$ cat src/rtl/seg7_pkg.sv
// Shared segment codes and sizing helpers for the 7-segment scan driver.
package seg7_pkg;

  // Segment codes in {a,b,c,d,e,f,g} order, active-high.
  localparam logic [6:0] SEG_0   = 7'b1111110;
  localparam logic [6:0] SEG_1   = 7'b0110000;
  localparam logic [6:0] SEG_2   = 7'b1101101;
  localparam logic [6:0] SEG_3   = 7'b1111001;
  localparam logic [6:0] SEG_4   = 7'b0110011;
  localparam logic [6:0] SEG_5   = 7'b1011011;
  localparam logic [6:0] SEG_6   = 7'b1011111;
  localparam logic [6:0] SEG_7   = 7'b1110000;
  localparam logic [6:0] SEG_8   = 7'b1111111;
  localparam logic [6:0] SEG_9   = 7'b1111011;
  localparam logic [6:0] SEG_OFF = 7'b0000000;

  function automatic int unsigned idx_width(input int unsigned n);
    return (n > 1) ? $clog2(n) : 1;
  endfunction

endpackage

$ cat src/rtl/seg7_decode.sv
// Combinational BCD to abcdefg decoder; codes 10..15 decode dark.
module seg7_decode
  import seg7_pkg::*;
(
  input  logic [3:0] bcd_i,
  output logic [6:0] seg_o
);

  always_comb begin
    seg_o = SEG_OFF;
    case (bcd_i)
      4'd0:    seg_o = SEG_0;
      4'd1:    seg_o = SEG_1;
      4'd2:    seg_o = SEG_2;
      4'd3:    seg_o = SEG_3;
      4'd4:    seg_o = SEG_4;
      4'd5:    seg_o = SEG_5;
      4'd6:    seg_o = SEG_6;
      4'd7:    seg_o = SEG_7;
      4'd8:    seg_o = SEG_8;
      4'd9:    seg_o = SEG_9;
      default: seg_o = SEG_OFF;
    endcase
  end

endmodule

$ cat src/rtl/seg7_scan_driver.sv
// Time-multiplexed common-anode 7-segment driver with frame-aligned value updates,
// per-slot anti-ghosting gap and optional leading-zero blanking.
module seg7_scan_driver
  import seg7_pkg::*;
#(
  parameter int unsigned NUM_DIGITS    = 2,
  parameter int unsigned REFRESH_DIV   = 50000,
  parameter int unsigned BLANK_CYCLES  = 500,
  parameter int unsigned AN_ACTIVE_LOW = 1
) (
  input  logic                    clk,
  input  logic                    rst,
  input  logic                    load,
  input  logic [4*NUM_DIGITS-1:0] bcd_in,
  input  logic                    blank_lz,
  output logic [6:0]              seg,
  output logic [NUM_DIGITS-1:0]   an,
  output logic                    frame_start
);

  localparam int unsigned IdxW  = idx_width(NUM_DIGITS);
  localparam int unsigned SlotW = (REFRESH_DIV > 1) ? $clog2(REFRESH_DIV) : 1;
  localparam logic [NUM_DIGITS-1:0] AnOff = {NUM_DIGITS{AN_ACTIVE_LOW != 0}};

  logic [4*NUM_DIGITS-1:0] pending_q, pending_d;
  logic [4*NUM_DIGITS-1:0] shown_q, shown_d;
  logic [SlotW-1:0]        slot_cnt_q, slot_cnt_d;
  logic [IdxW-1:0]         dig_idx_q, dig_idx_d;
  logic [6:0]              seg_q, seg_d;
  logic [NUM_DIGITS-1:0]   an_q, an_d;
  logic                    fs_q, fs_d;

  logic                    slot_last, dig_last, frame_end;
  logic [3:0]              cur_digit;
  logic                    lz_blank, higher_zero;
  logic [6:0]              dec_seg;
  logic [NUM_DIGITS-1:0]   onehot;
  logic                    in_gap;

  assign slot_last = (slot_cnt_q == SlotW'(REFRESH_DIV - 1));
  assign dig_last  = (dig_idx_q == IdxW'(NUM_DIGITS - 1));
  assign frame_end = slot_last && dig_last;

  // A load on the boundary cycle reaches shown directly through pending_d.
  always_comb begin
    pending_d  = load ? bcd_in : pending_q;
    shown_d    = frame_end ? pending_d : shown_q;
    slot_cnt_d = slot_last ? '0 : slot_cnt_q + SlotW'(1);
    dig_idx_d  = dig_idx_q;
    if (slot_last) begin
      dig_idx_d = dig_last ? '0 : dig_idx_q + IdxW'(1);
    end
  end

  // Digit mux plus leading-zero test, walking from the most significant digit down.
  always_comb begin
    cur_digit   = 4'd0;
    lz_blank    = 1'b0;
    higher_zero = 1'b1;
    onehot      = '0;
    for (int k = NUM_DIGITS - 1; k >= 0; k--) begin
      higher_zero = higher_zero && (shown_q[4*k +: 4] == 4'd0);
      onehot[k]   = (dig_idx_q == IdxW'(k));
      if (dig_idx_q == IdxW'(k)) begin
        cur_digit = shown_q[4*k +: 4];
        lz_blank  = blank_lz && (k != 0) && higher_zero;
      end
    end
  end

  seg7_decode u_decode (
    .bcd_i (cur_digit),
    .seg_o (dec_seg)
  );

  always_comb begin
    in_gap = (32'(slot_cnt_q) < BLANK_CYCLES);
    fs_d   = (slot_cnt_q == '0) && (dig_idx_q == '0);
    if (in_gap) begin
      an_d  = AnOff;
      seg_d = SEG_OFF;
    end else begin
      an_d  = (AN_ACTIVE_LOW != 0) ? ~onehot : onehot;
      seg_d = lz_blank ? SEG_OFF : dec_seg;
    end
  end

  always_ff @(posedge clk) begin
    if (rst) begin
      pending_q  <= '0;
      shown_q    <= '0;
      slot_cnt_q <= '0;
      dig_idx_q  <= '0;
      seg_q      <= SEG_OFF;
      an_q       <= AnOff;
      fs_q       <= 1'b0;
    end else begin
      pending_q  <= pending_d;
      shown_q    <= shown_d;
      slot_cnt_q <= slot_cnt_d;
      dig_idx_q  <= dig_idx_d;
      seg_q      <= seg_d;
      an_q       <= an_d;
      fs_q       <= fs_d;
    end
  end

  assign seg         = seg_q;
  assign an          = an_q;
  assign frame_start = fs_q;

endmodule

$ cat config.mk
export PLATFORM = sky130hd
export DESIGN_NAME = seg7_scan_driver
export DESIGN_NICKNAME = d
export VERILOG_FILES = /design/src/rtl/seg7_pkg.sv /design/src/rtl/seg7_decode.sv /design/src/rtl/seg7_scan_driver.sv
export SDC_FILE = /design/constraint.sdc
export NUM_CORES = 1
export LEC_CHECK = 0
export ABC_CLOCK_PERIOD_IN_PS = 2550
export BUFFER_PORTS_ARGS = -buffer_cell sky130_fd_sc_hd__buf_4
export CORE_UTILIZATION = 50
export CTS_CLUSTER_SIZE = 24
export DETAILED_ROUTE_END_ITERATION = 12
export MAX_ROUTING_LAYER = met4
export PLACE_DENSITY = 0.7
export RECOVER_POWER = 25
export SETUP_SLACK_MARGIN = 0.1
export SYNTH_ARGS = -nofsm -noshare
export SYNTH_HDL_FRONTEND = slang
export SYNTH_SLANG_ARGS = --single-unit
$ cat constraint.sdc
create_clock -name clk -period 2.55 [get_ports clk]
set_input_delay 0.255 -clock clk [delete_from_list [all_inputs] [get_ports clk]]
set_output_delay 0.255 -clock clk [all_outputs]
set_load 0.02 [all_outputs]
==> flow_summary.ini, run 1 <==
[timing]
finalSetupViolCount = 0
whs_ps = 229
skew_ps = 12.0
max_slew_margin_pct = 62.3
fin_setup_tns_ps = 0
hold_viol_final = 0
tightestPinTransition_ps = 550
final.period_utilization_pct = 81.7
rsz0062_at_grt = false
period_minus_slack_ps = 2080
setup_ws_ps = 466
fmax_mhz = 480
slew_viol_final = 0

[cts]
clk_pin_slew_worst_paths_ps = 90
ctsHoldBuffers = 0
clock_path_buffers = 2
clockRootBuffer = clkbuf_8
clk_latency_ps = 300
ctsResizeCount = 0
tritoncts = done
cts-htree-levels = 2
post-cts-setup-buffers = 0
cts_buffers = 5
clock-sinks = 43

[global_route]
grt-ovfl-total = 0
grt_pass1_wl_mm = 5.93
antenna_found_initial = 0
grt_max_degree = 23
grt_pass1_vias = 1375
grt_usage_pct = 19.6

[synthesis]
ys_seq_elements = 43
synth_cell_type_count = 33
synth_area_leaders = dfxtp_1 (46%), nor2_1 (7.1%), mux2i_1 (6.3%)
synth_flop_cell = dfxtp_1
synth.cell_area_sq_um = 1890
ys_warn_count = 0
synthArstFlopShare_pct = 0
synth_common_cells = dfxtp_1 (43), nor2_1 (36), xnor2_1 (13)
synthDominantCellAreaShare_pct = 45.5
synth_edf_count = 0
syn_nets = 222
ys_seq_area_share_pct = 45.5
synth.most_common_cell = dfxtp_1
yosysTopAreaCell = dfxtp_1
synth_cells = 202
syn_avg_cell_area_sq_um = 9.37

[place]
dp_hpwl_mm = 2.35
gp_congestion = 0.793
pre_cts_ws_ps = 473
portBuffers = 21
postPlaceCellArea_sq_um = 2090

[floorplan]
fp-row-count = 21
fp.dieW_um = 63.5
dieArea_sq_um = 4030
start_util_pct = 54.5
core_sq_um = 3470
io_pins = 22
die_h_um = 63.5

[setup_path]
worst-setup-path-type = reg2reg
start_kind = register
critPathCaptureType = register
path_max_fanout = 8
crit_required_ps = 2730
arrival_ps = 2270

[finish]
area_growth_pct = 15.5
drive_gt1_share_pct = 17.3
fin_area_sq_um = 2190
fin_util_pct = 63.0
diodes = 0
nFillCells = 313
final_nets = 245

[pwr]
p_seq_share_pct = 53.5
cellPowerDensity_nw_per_um2 = 591
power_frac_clock_pct = 42.1
combPwrFrac_pct = 4.4
p_int_uw = 1030
irDropWorstVdd_mv = 0.375
p_leak_uw = 0.000865
p_switching_uw = 264
p_sw_share_pct = 20.4

[detailed_routing]
drt-total-wl_mm = 3.27
drtIter0Drc = 69
ant_nets = 0
wire_per_inst_um = 12.0
viasPerCell = 5.19
vias = 1411
drc_errors = 0
drt_first_pass_iters = 4

[job]
maxCapViolCount = 0

[worst_hold_path]
hold_class = in2reg

[status]
status = finished clean
-- path summary, 6_finish.rpt --
| kind | start | endpoint | slack (ps) | cells past startpoint |
|---|---|---|---|---|
| min | bcd_in[2] | pending_q[2] | 230 | 3 |
| min reg2reg | slot_cnt_q[0] | slot_cnt_q[0] | 480 | 1 |
| max | slot_cnt_q[0] | shown_q[4] | 470 | 5 |
| max reg2reg | slot_cnt_q[0] | shown_q[4] | 470 | 5 |
-- sequential cells by signal (all words and copies together), names as in the netlist --
| register | count |
|---|---|
| shown_q | 8 |
| slot_cnt_q | 16 |
| dig_idx_q | 1 |
| seg | 7 |
| an | 2 |
| pending_q | 8 |
| frame_start | 1 |
-- worst max-delay path, stage by stage (launching register included) --
cell	delay, ps
dfxtp_1	390
ha_1	250
nand3_4	130
or3_4	440
nor3_4	380
mux2_2	380
-- power by group through the flow --
stage	Combinational [uW]	Sequential (uW)	Clock, uW
3_3_place_gp	56.8	706	0
2_1_floorplan	34.0	708	0
5_1_grt	64.1	694	587
3_5_place_dp	59.0	707	0
4_1_cts	59.4	691	559
6_report	57.0	691	544
-- layer usage --
metal  up-vias  GRT usage, %  part of all wire (%)  wire length, um
met2        29          31.0                    46             1510
met5         -             -                     0                0
met4         0          9.09                   2.1               67
met3         7          4.53                   3.9              129
li1        719             -                     -                -
met1       656          23.5                    48             1560
-- cells by family after synthesis --
logic type	after synthesis	share of synthesized area, %
fa+ha+maj	8	5.29
mux	21	11.7
buf+inv	16	3.44
compound gates	17	4.96
xor+xnor	14	6.48
simple gates	83	22.6
flops	43	45.5
-- per-stage QoR --
step           power [uW]  instances
4_1_cts              1310        272
6_report             1290        272
2_1_floorplan         742        202
3_5_place_dp          766        264
5_1_grt              1350        272
3_3_place_gp          763        264
-- cells in the final DEF, fill, tap and decap left out, drive strengths merged --
cell,Yosys,layout
mux2i,12,12
inv,10,10
xnor2,13,13
clkinv,0,1
clkbuf,4,11
nor4,5,5
a21oi,7,7
mux2,9,9
o211ai,1,1
bufinv,0,1
nor2b,8,8
nor3,6,6
or3,3,3
nand3,6,6
nor4b,2,2
and4b,1,1
nand2,10,10
buf,2,17
xor2,1,1
a31oi,1,1
dfxtp,43,43
o21ai,6,6
or2,1,1
nand4,3,3
nor2,36,36
a22oi,1,1
o21bai,1,1
ha,8,8
and2,2,2
-- cell type report --
type                       instances  area, sq um  area share (%)
timing repair buffer              22          146            6.70
sequential                        43          861            39.4
clock buffer                       6         82.6            3.78
clock inverter                     2         35.0            1.60
inverter                          10         37.5            1.72
tap                               46         57.6            2.63
multi-input combinational        143          966            44.2
Power figures use the tool's default switching activity.
==> run 2, diff against run 1 <==
Settings changed: ABC_AREA set to 1, ABC_CLOCK_PERIOD_IN_PS 2550 to 1800, PLACE_DENSITY 0.7 to 0.72.
Clock period 2.55 ns to 1.8 ns, I/O delays scaled along.
==> run 2 against run 1 <==
Worst setup slack worse by 190 ps; flip-flop and latch count unchanged; combinational power up 72%; largest cell class unchanged; critical endpoint is now shown_q[3]; routed wire length up 21%; utilization down 2.6 points; worst hold slack worse by 120 ps; critical path depth up 3.
==> flow_summary.ini, run 2 <==
[timing]
tightestPinTransition_ps = 327
whs_ps = 113
fin_setup_tns_ps = 0
period_minus_slack_ps = 1520
max_slew_margin_pct = 78.1
final.period_utilization_pct = 84.7
hold_viol_final = 0
setup_ws_ps = 276
skew_ps = 11.0
rsz0062_at_grt = false
finalSetupViolCount = 0
slew_viol_final = 0
fmax_mhz = 656

[floorplan]
io_pins = 22
fp.dieW_um = 67.1
fp-row-count = 23
dieArea_sq_um = 4500
die_h_um = 67.1
core_sq_um = 4030
start_util_pct = 52.5

[detailed_routing]
drc_errors = 0
viasPerCell = 4.78
drtIter0Drc = 157
drt-total-wl_mm = 3.96
drt_first_pass_iters = 4
vias = 1778
ant_nets = 0
wire_per_inst_um = 10.6

[setup_path]
worst-setup-path-type = reg2reg
r2r-end = shown_q[3]
worstPathCellList = ha_1 -> nand3_2 -> nor2_4 -> nand2_2 -> nand2_4 -> nand3_1 -> nand2_1 -> inv_1
rr_worst_depth = 8
crit_cells = 8
crit_buf_inv = 1
critPathCaptureType = register
start_kind = register
critPathSlowestCell = dfxtp_1
worst_path_dominant_cell_family = simple AND/OR/NAND/NOR gates
slowest_delay_ps = 380
path_max_fanout = 19
startpoint = slot_cnt_q[0]
crit_required_ps = 1990
arrival_ps = 1720
rrSetupSlack_ps = 280
setup.worst_path.end = shown_q[3]
rr_startpoint = slot_cnt_q[0]

[synthesis]
synth.cell_area_sq_um = 2120
synth_area_leaders = dfxtp_1 (41%), nand2_1 (11%), inv_1 (8.0%)
synth_flop_cell = dfxtp_1
synth_edf_count = 0
synthDominantCellAreaShare_pct = 40.7
yosysTopAreaCell = dfxtp_1
synth_common_cells = nand2_1 (61), inv_1 (45), nor2_1 (44)
synthArstFlopShare_pct = 0
ys_seq_area_share_pct = 40.7
syn_nets = 315
synth.most_common_cell = nand2_1
synth_cell_type_count = 29
ys_warn_count = 0
ys_seq_elements = 43
syn_avg_cell_area_sq_um = 7.18
synth_cells = 295

[place]
gp_congestion = 0.865
pre_cts_ws_ps = 246
dp_hpwl_mm = 2.84
postPlaceCellArea_sq_um = 2330
portBuffers = 21

[cts]
clockRootBuffer = clkbuf_8
post-cts-setup-buffers = 0
clk_latency_ps = 300
clk_pin_slew_worst_paths_ps = 90
clock_path_buffers = 2
cts-htree-levels = 2
cts_buffers = 5
tritoncts = done
clock-sinks = 43

[status]
status = finished clean

[finish]
largestRegisters = slot_cnt_q (16), pending_q (8), shown_q (8)
nFillCells = 392
final_nets = 341
layout_commonest_cell = nand2_1
drive_gt1_share_pct = 17.1
regMostFlops = slot_cnt_q
area_growth_pct = 15.1
diodes = 0
fin_area_sq_um = 2440
final_cell_mix = nand2_1 (61), inv_1 (45), nor2_1 (44)
largest_reg_flops = 16

[job]
maxCapViolCount = 0

[global_route]
grt_pass1_vias = 1682
antenna_found_initial = 0
grt_pass1_wl_mm = 7.01
grt_usage_pct = 21.1
grt_max_degree = 20
grt-ovfl-total = 0

[pwr]
p_leak_uw = 0.00115
cellPowerDensity_nw_per_um2 = 762
irDropWorstVdd_mv = 0.599

[worst_hold_path]
hold_class = in2reg
## run 2: cell type report
cell class                      count  area, sq um  share of cell area, %
Timing Repair Buffer               23          154                   6.32
Clock buffer                        6         82.6                   3.39
Sequential cell                    43          862                   35.4
Tap cell                           50         62.6                   2.57
Clock inverter                      2         35.0                   1.44
Inverter                           48          181                   7.45
Multi-Input combinational cell    200         1060                   43.5
## run 2: cells by family (layout without fill, tap and decap cells)
family / Yosys count / in the layout / share of synthesized area [%]
xor+xnor: 5 / 5 / 2.07
buf+inv: 52 / 79 / 9.75
fa+ha+maj: 8 / 8 / 4.73
flops: 43 / 43 / 40.7
compound gates: 31 / 31 / 8.04
simple gates: 156 / 156 / 34.8
## run 2: how the worst min path moves through the flow
| stage | start | to | cells after the start |
|---|---|---|---|
| 3_5_place_dp | rst | pending_q[5] | 2 |
| 2_1_floorplan | bcd_in[0] | pending_q[0] | 2 |
| 4_1_cts | rst | pending_q[5] | 2 |
| 3_3_place_gp | rst | pending_q[0] | 2 |
| 6_report | rst | pending_q[5] | 2 |
| 5_1_grt | rst | pending_q[0] | 2 |
## run 2: through the flow
stage               std cells  power [uW]  utilization (%)
floorplan                 295        1070                -
global placement          364        1100             57.8
detailed placement        364        1100             57.8
CTS                       372        1870             60.7
global route              372        1920             60.5
finish                    372        1860             60.5
## run 2: repair_timing
action	4_1_cts	5_1_grt
hold buffers	0	0
gates resized for setup	0	3
setup endpoints to repair	0	4
## run 2: power breakdown
group | internal [uW] | switching, uW
clock network | 449 | 330
registers | 970 | 7.99
logic | 44.5 | 53.4
total | 1460 | 391
## run 2: worst register-to-register path, stage by stage, from the launching register on
cell and delay (ps):
dfxtp_1 380, ha_1 210, nand3_2 160, nor2_4 190, nand2_2 80, nand2_4 190
nand3_1 100, nand2_1 70, inv_1 40
## run 2: layer usage
metal	track usage, %	wire, um	vias up
li1	-	-	973
met1	26.6	1960	750
met2	32.4	1720	49
met3	4.62	223	6
met4	8.78	50	0
met5	-	0	-
==> run 3, diff against run 2 <==
Settings changed: ABC_CLOCK_PERIOD_IN_PS 1800 to 1450, PLACE_DENSITY 0.72 to 0.69.
Clock period 1.8 ns to 1.45 ns, I/O delays scaled along.
==> run 3 against run 2 <==
Critical path depth up 1; sequential power is 25% higher; worst hold slack got worse by 26 ps; power rose by 13%; non-clock buffer count is 7 higher; register-to-register slack worse by 200 ps; clock power shrank 4.2%; largest cell class unchanged; critical path type unchanged; die area did not move; clock-buffer cell count stayed put.
==> flow_summary.ini, run 3 (synthesized netlist as in run 2, its figures left out) <==
[detailed_routing]
drt_first_pass_iters = 4
viasPerCell = 4.94
ant_nets = 0
wire_per_inst_um = 11.3
drc_errors = 0
drtIter0Drc = 76
drt-total-wl_mm = 4.27
vias = 1874

[finish]
largest_reg_flops = 16
diodes = 0
fin_util_pct = 65.9
final_cell_mix = nand2_1 (51), inv_1 (39), nor2_1 (36)
area_growth_pct = 25.5
layout_commonest_cell = nand2_1
drive_gt1_share_pct = 30.4
largestRegisters = slot_cnt_q (16), pending_q (8), shown_q (8)
regMostFlops = slot_cnt_q
final_nets = 348

[pwr]
p_leak_uw = 0.00118
cellPowerDensity_nw_per_um2 = 792
combPwrFrac_pct = 6.7
power_frac_clock_pct = 35.5
irDropWorstVdd_mv = 0.613
p_switching_uw = 493
p_seq_share_pct = 57.8
p_int_uw = 1610
p_sw_share_pct = 23.5

[floorplan]
start_util_pct = 52.5
core_sq_um = 4030
fp-row-count = 23
dieArea_sq_um = 4500
io_pins = 22
fp.dieW_um = 67.1
die_h_um = 67.1

[timing]
whs_ps = 86.7
fmax_mhz = 730
skew_ps = 6.30
tightestPinTransition_ps = 296
period_minus_slack_ps = 1370
rsz0062_at_grt = true
finalSetupViolCount = 0
setup_ws_ps = 81.1
fin_setup_tns_ps = 0
hold_viol_final = 0
max_slew_margin_pct = 80.1
slew_viol_final = 0
final.period_utilization_pct = 94.4

[setup_path]
rrSetupSlack_ps = 80
rr_worst_depth = 9
critPathCaptureType = register
rr_startpoint = dig_idx_q
r2r-end = seg[4]
critPathSlowestCell = dfxtp_4
start_kind = register
crit_required_ps = 1630
worstPathCellList = buf_12 -> o21ai_4 -> buf_4 -> ha_1 -> nand2_1 -> nand2_1 -> nand2_1 -> inv_1 -> nor2_1
slowest_delay_ps = 380
cpMostUsedCell = nand2_1
arrival_ps = 1550
worst-setup-path-type = reg2reg
path_max_fanout = 4

[worst_hold_path]
hold_class = in2reg
min_from = rst
hold_depth = 2
hold-path-endpoint = pending_q[1]

[cts]
clock-sinks = 43
clk_latency_ps = 290
clock_path_buffers = 2
clockRootBuffer = clkbuf_8
cts-htree-levels = 2
clk_pin_slew_worst_paths_ps = 80
ctsHoldBuffers = 0
cts_buffers = 5
tritoncts = done

[status]
status = finished clean

[job]
maxCapViolCount = 0

[global_route]
grt-ovfl-total = 0
grt_max_degree = 14
grt_pass1_wl_mm = 6.96
grt_pass1_vias = 1654
antenna_found_initial = 0
grt_usage_pct = 21.1

[place]
dp_hpwl_mm = 3.07
gp_congestion = 0.862
portBuffers = 21
pre_cts_ws_ps = 10.6
-- run 3: how the worst max path moves through the flow --
stage,slack (ps),endpoint,startpoint,cells past startpoint
2_1_floorplan,60,seg[3],dig_idx_q,8
3_3_place_gp,70,seg[3],dig_idx_q,8
3_5_place_dp,10,seg[3],dig_idx_q,8
4_1_cts,50,seg[3],dig_idx_q,7
5_1_grt,-40,seg[6],dig_idx_q,8
6_report,80,seg[4],dig_idx_q,9
-- run 3: final cells by class --
cell class | instances | area [sq um]
tap | 50 | 62.6
clock buffer | 6 | 72.6
inverter | 48 | 181
sequential | 43 | 876
timing repair buffer | 30 | 248
fill | 358 | 1370
multi-input combinational | 200 | 1200
clock inverter | 2 | 12.5
-- run 3: repair_timing --
action	4_1_cts	5_1_grt
setup buffers	1	1
pin swaps	1	15
resized for setup	8	46
cloned	0	0
endpoints found under the setup margin	20	31
-- run 3: per-stage QoR --
step	cell area (sq um)	cells	total power, uW
after global routing	2660	379	2200
after detailed placement	2410	369	1380
after floorplan	2160	295	1320
after global placement	2410	369	1370
final	2660	379	2100
after CTS	2540	378	2130
-- run 3: metal layers --
layer	vias up	GRT usage, %	part of all wire [%]
met5	-	-	0
met4	0	8.51	2.0
met3	9	4.79	4.8
met2	47	33.1	45
met1	833	26.0	48
li1	985	-	-
-- run 3: worst max-delay path: cells and delay by family (launching register included) --
kind / cells / cell delay (ps)
flops: 1 / 380
compound gates: 1 / 220
buf+inv: 3 / 350
simple gates: 4 / 180
fa+ha+maj: 1 / 130
-- run 3: power by group through the flow --
| stage | clock, uW | sequential [uW] | combinational, uW |
|---|---|---|---|
| floorplan | 0 | 1240 | 77.9 |
| global placement | 0 | 1240 | 134 |
| detailed placement | 0 | 1240 | 135 |
| CTS | 771 | 1220 | 142 |
| global route | 822 | 1220 | 158 |
| finish | 746 | 1220 | 141 |
